--- src/rtl/vga_frame_monitor.sv ---
`default_nettype none
// ============================================================================
// Module   : vga_frame_monitor
// Brief    : Passive VGA timing checker. Measures line/frame periods and sync
//            widths on pixel ticks, reports lock and sticky timing errors.
//            Define VGA_MON_CRC_EN to add a per-frame CRC-16-CCITT over rgb.
// Revision : 1.0 - initial release
// ============================================================================
module vga_frame_monitor #(
    parameter int H_TOTAL = 800,
    parameter int H_SYNC  = 96,
    parameter int V_TOTAL = 525,
    parameter int V_SYNC  = 2,
    parameter int CNT_W   = 12
) (
    input  logic             clk_in,
    input  logic             rst,
    input  logic             pix_ce,
    input  logic [7:0]       rgb,
    input  logic             hsync,
    input  logic             vsync,
    output logic [CNT_W-1:0] h_period,
    output logic [CNT_W-1:0] h_pulse,
    output logic [CNT_W-1:0] v_period,
    output logic [CNT_W-1:0] v_pulse,
    output logic [15:0]      frame_cnt,
    output logic             frame_done,
    output logic             locked,
    output logic             err_h,
    output logic             err_v,
    output logic [15:0]      crc
);

    typedef enum logic [1:0] {
        SEARCH  = 2'd0,
        MEASURE = 2'd1,
        LOCKED  = 2'd2
    } state_t;

    localparam logic [CNT_W-1:0] c_ONE     = {{(CNT_W-1){1'b0}}, 1'b1};
    localparam logic [CNT_W-1:0] c_H_TOTAL = CNT_W'(H_TOTAL);
    localparam logic [CNT_W-1:0] c_H_SYNC  = CNT_W'(H_SYNC);
    localparam logic [CNT_W-1:0] c_V_TOTAL = CNT_W'(V_TOTAL);
    localparam logic [CNT_W-1:0] c_V_SYNC  = CNT_W'(V_SYNC);

    function automatic logic [CNT_W-1:0] sat_inc(input logic [CNT_W-1:0] v);
        return (v == {CNT_W{1'b1}}) ? v : v + c_ONE;
    endfunction

    logic             r_hs_prev_q,    w_hs_prev_d;
    logic             r_vs_prev_q,    w_vs_prev_d;
    logic [CNT_W-1:0] r_h_cnt_q,      w_h_cnt_d;
    logic [CNT_W-1:0] r_hp_cnt_q,     w_hp_cnt_d;
    logic [CNT_W-1:0] r_l_cnt_q,      w_l_cnt_d;
    logic [CNT_W-1:0] r_vp_cnt_q,     w_vp_cnt_d;
    logic [CNT_W-1:0] r_h_period_q,   w_h_period_d;
    logic [CNT_W-1:0] r_h_pulse_q,    w_h_pulse_d;
    logic [CNT_W-1:0] r_v_period_q,   w_v_period_d;
    logic [CNT_W-1:0] r_v_pulse_q,    w_v_pulse_d;
    logic [15:0]      r_frame_cnt_q,  w_frame_cnt_d;
    logic             r_frame_done_q, w_frame_done_d;
    logic             r_bad_line_q,   w_bad_line_d;
    logic             r_locked_q,     w_locked_d;
    logic             r_err_h_q,      w_err_h_d;
    logic             r_err_v_q,      w_err_v_d;
    state_t           r_state_q,      w_state_d;

    logic             w_h_fall, w_h_rise, w_v_fall, w_v_rise;
    logic             w_line_bad, w_bad_eval, w_frame_ok;
    logic [CNT_W-1:0] w_l_cnt_inc;

    assign w_h_fall    = r_hs_prev_q & ~hsync;
    assign w_h_rise    = ~r_hs_prev_q & hsync;
    assign w_v_fall    = r_vs_prev_q & ~vsync;
    assign w_v_rise    = ~r_vs_prev_q & vsync;

    // Line count including a coincident hsync fall on the vsync-fall tick
    assign w_l_cnt_inc = w_h_fall ? sat_inc(r_l_cnt_q) : r_l_cnt_q;
    assign w_line_bad  = (w_h_fall && (r_h_cnt_q != c_H_TOTAL)) ||
                         (w_h_rise && (r_hp_cnt_q != c_H_SYNC));
    assign w_bad_eval  = r_bad_line_q | w_line_bad;
    assign w_frame_ok  = (w_l_cnt_inc == c_V_TOTAL) && (r_v_pulse_q == c_V_SYNC);

    always_comb begin
        w_hs_prev_d    = r_hs_prev_q;
        w_vs_prev_d    = r_vs_prev_q;
        w_h_cnt_d      = r_h_cnt_q;
        w_hp_cnt_d     = r_hp_cnt_q;
        w_l_cnt_d      = r_l_cnt_q;
        w_vp_cnt_d     = r_vp_cnt_q;
        w_h_period_d   = r_h_period_q;
        w_h_pulse_d    = r_h_pulse_q;
        w_v_period_d   = r_v_period_q;
        w_v_pulse_d    = r_v_pulse_q;
        w_frame_cnt_d  = r_frame_cnt_q;
        w_frame_done_d = 1'b0;
        w_bad_line_d   = r_bad_line_q;
        w_err_h_d      = r_err_h_q;
        w_err_v_d      = r_err_v_q;
        w_state_d      = r_state_q;

        if (pix_ce) begin
            w_hs_prev_d = hsync;
            w_vs_prev_d = vsync;

            if (w_h_fall) begin
                w_h_period_d = r_h_cnt_q;
                w_h_cnt_d    = c_ONE;
            end else begin
                w_h_cnt_d    = sat_inc(r_h_cnt_q);
            end

            if (w_h_rise) begin
                w_h_pulse_d = r_hp_cnt_q;
                w_hp_cnt_d  = '0;
            end else if (!hsync) begin
                w_hp_cnt_d  = sat_inc(r_hp_cnt_q);
            end

            if (w_v_rise) begin
                w_v_pulse_d = r_vp_cnt_q;
                w_vp_cnt_d  = '0;
            end else if (!vsync && w_h_fall) begin
                w_vp_cnt_d  = sat_inc(r_vp_cnt_q);
            end

            if (w_v_fall) begin
                w_v_period_d   = w_l_cnt_inc;
                w_l_cnt_d      = '0;
                w_frame_cnt_d  = r_frame_cnt_q + 16'd1;
                w_frame_done_d = 1'b1;
                w_bad_line_d   = 1'b0;
                case (r_state_q)
                    SEARCH:  w_state_d = MEASURE;
                    MEASURE: if (w_frame_ok && !w_bad_eval) w_state_d = LOCKED;
                    LOCKED: begin
                        if (w_bad_eval || !w_frame_ok) w_state_d = MEASURE;
                        if (w_bad_eval)                w_err_h_d = 1'b1;
                        if (!w_frame_ok)               w_err_v_d = 1'b1;
                    end
                    default: w_state_d = SEARCH;
                endcase
            end else begin
                w_l_cnt_d    = w_l_cnt_inc;
                w_bad_line_d = w_bad_eval;
            end
        end

        w_locked_d = (w_state_d == LOCKED);
    end

    always_ff @(posedge clk_in or posedge rst) begin
        if (rst) begin
            r_hs_prev_q    <= 1'b1;
            r_vs_prev_q    <= 1'b1;
            r_h_cnt_q      <= '0;
            r_hp_cnt_q     <= '0;
            r_l_cnt_q      <= '0;
            r_vp_cnt_q     <= '0;
            r_h_period_q   <= '0;
            r_h_pulse_q    <= '0;
            r_v_period_q   <= '0;
            r_v_pulse_q    <= '0;
            r_frame_cnt_q  <= '0;
            r_frame_done_q <= 1'b0;
            r_bad_line_q   <= 1'b0;
            r_locked_q     <= 1'b0;
            r_err_h_q      <= 1'b0;
            r_err_v_q      <= 1'b0;
            r_state_q      <= SEARCH;
        end else begin
            r_hs_prev_q    <= w_hs_prev_d;
            r_vs_prev_q    <= w_vs_prev_d;
            r_h_cnt_q      <= w_h_cnt_d;
            r_hp_cnt_q     <= w_hp_cnt_d;
            r_l_cnt_q      <= w_l_cnt_d;
            r_vp_cnt_q     <= w_vp_cnt_d;
            r_h_period_q   <= w_h_period_d;
            r_h_pulse_q    <= w_h_pulse_d;
            r_v_period_q   <= w_v_period_d;
            r_v_pulse_q    <= w_v_pulse_d;
            r_frame_cnt_q  <= w_frame_cnt_d;
            r_frame_done_q <= w_frame_done_d;
            r_bad_line_q   <= w_bad_line_d;
            r_locked_q     <= w_locked_d;
            r_err_h_q      <= w_err_h_d;
            r_err_v_q      <= w_err_v_d;
            r_state_q      <= w_state_d;
        end
    end

    assign h_period   = r_h_period_q;
    assign h_pulse    = r_h_pulse_q;
    assign v_period   = r_v_period_q;
    assign v_pulse    = r_v_pulse_q;
    assign frame_cnt  = r_frame_cnt_q;
    assign frame_done = r_frame_done_q;
    assign locked     = r_locked_q;
    assign err_h      = r_err_h_q;
    assign err_v      = r_err_v_q;

`ifdef VGA_MON_CRC_EN
    logic [15:0] r_crc_run_q, w_crc_run_d;
    logic [15:0] r_crc_q,     w_crc_d;
    logic [15:0] w_crc_next;

    // CRC-16-CCITT, poly 0x1021, MSB-first over one byte
    function automatic logic [15:0] crc_byte(input logic [15:0] c_in, input logic [7:0] b);
        logic [15:0] c;
        c = c_in;
        for (int i = 7; i >= 0; i--) begin
            if (c[15] ^ b[i]) c = {c[14:0], 1'b0} ^ 16'h1021;
            else              c = {c[14:0], 1'b0};
        end
        return c;
    endfunction

    assign w_crc_next = crc_byte(r_crc_run_q, rgb);

    always_comb begin
        w_crc_run_d = r_crc_run_q;
        w_crc_d     = r_crc_q;
        if (pix_ce) begin
            if (w_v_fall) begin
                w_crc_d     = w_crc_next;
                w_crc_run_d = 16'hFFFF;
            end else begin
                w_crc_run_d = w_crc_next;
            end
        end
    end

    always_ff @(posedge clk_in or posedge rst) begin
        if (rst) begin
            r_crc_run_q <= 16'hFFFF;
            r_crc_q     <= '0;
        end else begin
            r_crc_run_q <= w_crc_run_d;
            r_crc_q     <= w_crc_d;
        end
    end

    assign crc = r_crc_q;
`else
    logic w_unused_rgb;
    assign w_unused_rgb = ^rgb;
    assign crc          = 16'h0000;
`endif

endmodule
`default_nettype wire

--- config.mk ---
export PLATFORM = sky130hd
export DESIGN_NAME = vga_frame_monitor
export DESIGN_NICKNAME = d
export VERILOG_FILES = /design/src/rtl/vga_frame_monitor.sv
export SDC_FILE = /design/constraint.sdc
export NUM_CORES = 1
export LEC_CHECK = 0
export ABC_AREA = 1
export CORE_ASPECT_RATIO = 1.5
export CORE_UTILIZATION = 40
export CTS_CLUSTER_SIZE = 40
export DETAILED_ROUTE_END_ITERATION = 10
export PLACE_DENSITY = 0.66
export SYNTH_ARGS = -nofsm -noshare
export SYNTH_HDL_FRONTEND = slang
export SYNTH_SLANG_ARGS = --single-unit
--- constraint.sdc ---
create_clock -name clk_in -period 5.1 [get_ports clk_in]
set_clock_uncertainty 0.1 [all_clocks]
set_input_delay 0.51 -clock clk_in [delete_from_list [all_inputs] [get_ports clk_in]]
set_output_delay 0.51 -clock clk_in [all_outputs]
set_load 0.01 [all_outputs]
Word level (Yosys, flattened, before mapping)
Cells that the tools add are included.

storage, ports and cells
  bits in registers = 121
  word-level logic and storage cells = 87
  output and inout port bits = 84
  input bits = 13

cells by class
  reductions and logical operators = 21
  bitwise gates (word level) = 10
  $add $sub $neg = 5
  muxes and demuxes = 19
  equal/unequal tests = 15

operators with widths
  kind                     count
  $mux W12                 11
  $add A12 B1 Y12 const B  4
  $eq A12 B12 Y1 const B   4
  $add A16 B1 Y16 const B  1
  $eq A12 B10 Y1 const B   1
  $eq A12 B2 Y1 const B    1
  $ne A12 B10 Y1 const B   1
  $ne A12 B7 Y1 const B    1
  $reduce_and A2 Y1        5
  $mux W2                  4
  $reduce_and A4 Y1        2
  $ne A2 B2 Y1 const B     3
  $pmux W2 S3              1
  $reduce_and A3 Y1        2
  $logic_and A1 B1 Y1      5
  $not A1 Y1               5
  $and A1 B1 Y1            4
  $eq A2 B2 Y1 const B     2
  $logic_not A1 Y1         3
  $mux W1                  3
  $eq A2 B1 Y1 const B     1
  $logic_not A2 Y1         1
  $logic_or A1 B1 Y1       2
  $ne A2 B1 Y1 const B     1
  other kinds (2)          2

Longest topological paths before layout
  depth after elaboration = 12
  depth in mapped cells = 14
  depth with buffers taken out = 14

Worst setup path before layout
No wires, ideal clock.

  kind = register to register
  from = reg r_vp_cnt_q[0]
  to = reg r_vp_cnt_q[7]
  cell stages (with the launch flop) = 14
  buffers on the path = 0
  arrival time = 1.684 ns
  data required time = 4.871 ns
  library setup time = 0.129 ns
  period minus slack after synthesis = 1.913 ns
  path slack = 3.187 ns
  cells stage by stage = dfrtp_1 -> ha_1 -> nand2_1 -> nor2_1 -> nand4_1 -> nor2_1 -> nand2_1 -> nor2_2 -> nor2_1 -> nand2_2 -> nand2_4 -> nand2_1 -> xor2_1 -> nor2_1

on the way
  cells in the longest elaborated chain, start to end = 4
  elaborated cells on any way between the ends = 7
  those cells by class = add/sub (1); eq/ne (2); mux (3); reduce/logical (1)

ends and longest elaborated chain
  element                   line  text
  start: declaration        55    logic [CNT_W-1:0] r_vp_cnt_q, w_vp_cnt_d;
  start signal: assignment  177   r_vp_cnt_q <= w_vp_cnt_d;
  $add A12 B1 Y12           47    return (v == {CNT_W{1'b1}}) ? v : v + c_ONE;
  $mux W12                  47
  $mux W12                  123   end else if (!vsync && w_h_fall) begin
  $mux W12                  120   if (w_v_rise) begin

Parallel ways exist; a longest one is shown, timed or not. The select of a mux whose other input is x is not followed.
A chain may end at the register's enable or synchronous reset.

Worst setup path after layout
  from = in pix_ce
  to = reg r_hp_cnt_q[7]

on the way
  cells in the longest elaborated chain, start to end = 1

ends and longest elaborated chain
  element                      line  text
  start: declaration           18    input logic pix_ce,
  $reduce_and A3 Y1 (no line)  --
  end signal: assignment       175   r_hp_cnt_q <= w_hp_cnt_d;
  end: declaration             53    logic [CNT_W-1:0] r_hp_cnt_q, w_hp_cnt_d;

No other way between the ends.

==> out/qor.yml <==
status:
  status: "finished, final reports clean"
floorplan:
  start_util: 0.409
  die_x_um: 102
  die_area_um2: 15400
  boundaryPins: 97
  core_area_um2: 14500
  fp.dieH_um: 151
  rows: 54
clocking:
  cts-resized-gates: 0
  insertion_delay_ns: 0.41
  tritoncts: "built"
  clkSinkCount: 121
  postCtsSetupRepairBufs: 0
  cts_root_buf: "clkbuf_16"
  cts_made_buffers: 17
  ctsHoldBuffers: 0
  cts_buffer_depth: 2
  cts.clk_slew.worst_paths_ns: 0.06
  htree_levels: 4
route:
  via_per_inst: 4.80
  num_vias: 4812
  antenna_left: 0
  wl_per_cell_um: 12.8
  drc: 0
  firstDrtPassIters: 5
  totalWireLength_um: 12800
  drt-initial-drc-count: 231
final_layout:
  num_antenna_cells: 0
  final_common_cell: "nand2_1"
  synthToLayoutAreaGrowth_pct: 25.7
  drive_gt1_frac: 0.0906
  final_cell_mix: "nand2_1 (162), dfrtp_1 (119), inv_1 (88), o21ai_0 (74), clkdlybuf4s50_1 (72)"
  fin_nets: 813
  fin_cells: 1002
global_routing:
  grt_pass1_vias: 4580
  antenna_found_initial: 0
  grt_max_degree: 61
  grt_pass1_wl_um: 21500
  grt_usage: 0.181
  overflow: 0
setup_path:
  startpoint_type: "input pin"
  cp_max_fo: 30
  criticalPathCategory: "input pin to flip-flop"
  cp.required_ns: 5.29
  critPathArrivalTime_ns: 3.12
  crit_path_end_kind: "flip-flop"
synth:
  ys_top_cells_by_area: "dfrtp_1 (50%), nand2_1 (10%), o21ai_0 (6.2%)"
  avgSynthCellArea_um2: 8.34
  ys.flop_type: "dfrtp_1"
  synth_top_area_share: 0.501
  ys_types: 40
  yosys.area.top_type: "dfrtp_1"
  syn_area_um2: 5950
  yosysSeqAreaShare: 0.510
  async_flop_share: 1.00
  ys_warn_count: 0
  synth-seq-cells: 121
  synth_edf_count: 0
  postSynthCellCount: 713
timing:
  finalCriticalPeriod_ns: 2.93
  whs_ns: 0.366
  fin_tns_setup_ns: 0
  maxSlewViolCount: 0
  clock.fmax_mhz: 341
  min_period_over_period: 0.575
  setup_viol: 0
  tightest_slew_ns: 0.847
  worst_slack_ns: 2.17
  hold_violations: 0
  rsz0062_at_grt: "false"
  max_slew_margin: 0.435
placement:
  port_buffers: 72
  globalplace.congestion: 0.844
  place_hpwl_um: 9230
  place_ws_ns: 1.72
  dp.cells: 970
flow_run:
  maxCapViolCount: 0
power:
  power_density_nw_per_um2: 399
  power_leakage_uw: 0.00343
  max-vdd-ir-drop_v: 0.000211
min_path:
  hp-class: "flip-flop to flip-flop"
cell usage after synthesis (10+ instances only):
| master | instances |
|---|---|
| inv_1 | 89 |
| nor3_1 | 15 |
| buf_4 | 17 |
| o21ai_0 | 74 |
| nor2_1 | 59 |
| a21oi_1 | 21 |
| dfrtp_1 | 119 |
| nor2_2 | 10 |
| nand3_1 | 38 |
| clkbuf_1 | 12 |
| xor2_1 | 15 |
| nand4_1 | 14 |
| nand2_1 | 162 |
state kept, by name, indices dropped and copies added (netlist names), 2 cells and up:
register / cells
frame_cnt: 16
h_period: 12
h_pulse: 12
r_h_cnt_q: 12
r_hp_cnt_q: 12
r_l_cnt_q: 12
r_vp_cnt_q: 12
v_period: 12
v_pulse: 12
r_state_q: 2
where the power goes:
| group | leakage, uW | total, uW | switching (uW) | internal (uW) |
|---|---|---|---|---|
| combinational | 0.00149 | 482 | 259 | 222 |
| clock | 0.000315 | 1320 | 449 | 871 |
| sequential | 0.00162 | 1180 | 103 | 1080 |
| total | 0.00343 | 2980 | 811 | 2170 |
layer usage:
layer	GRT usage	vias up	wire length, um
met2	0.328	95	6960
li1	-	2440	-
met5	0	-	0
met1	0.203	2260	5200
met3	0.0374	17	389
met4	0.0754	0	246
cell families (layout without fill, tap and decap cells):
| family | count (synthesis) | in the layout | synth area share |
|---|---|---|---|
| flip-flops | 121 | 121 | 0.510 |
| AO/OA/AOI/OAI | 117 | 117 | 0.107 |
| AND/OR/NAND/NOR | 320 | 320 | 0.245 |
| adder cells (fa/ha/maj) | 7 | 7 | 0.0147 |
| XOR/XNOR | 23 | 23 | 0.0339 |
| buffers and inverters | 124 | 202 | 0.0892 |
| other | 1 | 16 | 0.000631 |
metrics by stage:
step	power (uW)	area [um^2]	utilization
5_1_grt	3130	7470	0.514
3_3_place_gp	1680	6820	0.470
3_5_place_dp	1680	6820	0.470
2_1_floorplan	1450	6000	-
4_1_cts	3020	7470	0.514
6_report	2980	7470	0.514
path summary, 6_finish.rpt:
check	start	cells past startpoint	slack, ns	end
min in group asynchronous	rst	2	0.49	r_vp_cnt_q[4]
max in group asynchronous	rst	3	3.47	r_vs_prev_q
setup / recovery	pix_ce	8	2.17	r_hp_cnt_q[7]
hold reg to reg	err_v	1	0.37	err_v
setup reg to reg	r_vs_prev_q	11	2.77	frame_cnt[12]
hold / removal	err_v	1	0.37	err_v
area by class of cell:
| class | instances | area, um^2 |
|---|---|---|
| Fill cell | 1388 | 7050 |
| Clock buffer | 18 | 429 |
| Clock inverter | 14 | 220 |
| Inverter | 94 | 355 |
| Tap cell | 196 | 245 |
| Timing Repair Buffer | 76 | 751 |
| Multi-Input combinational cell | 483 | 2440 |
| Sequential cell | 121 | 3030 |
worst max-delay path, stage by stage:
cell and delay (ns):
clkdlybuf4s50_1 0.90, inv_2 0.24, nor2_1 0.35, inv_1 0.41
nand2_1 0.36, nand3_1 0.14, xor2_1 0.16, nor2_1 0.05
Note: power is estimated with default switching activity, not from simulation.
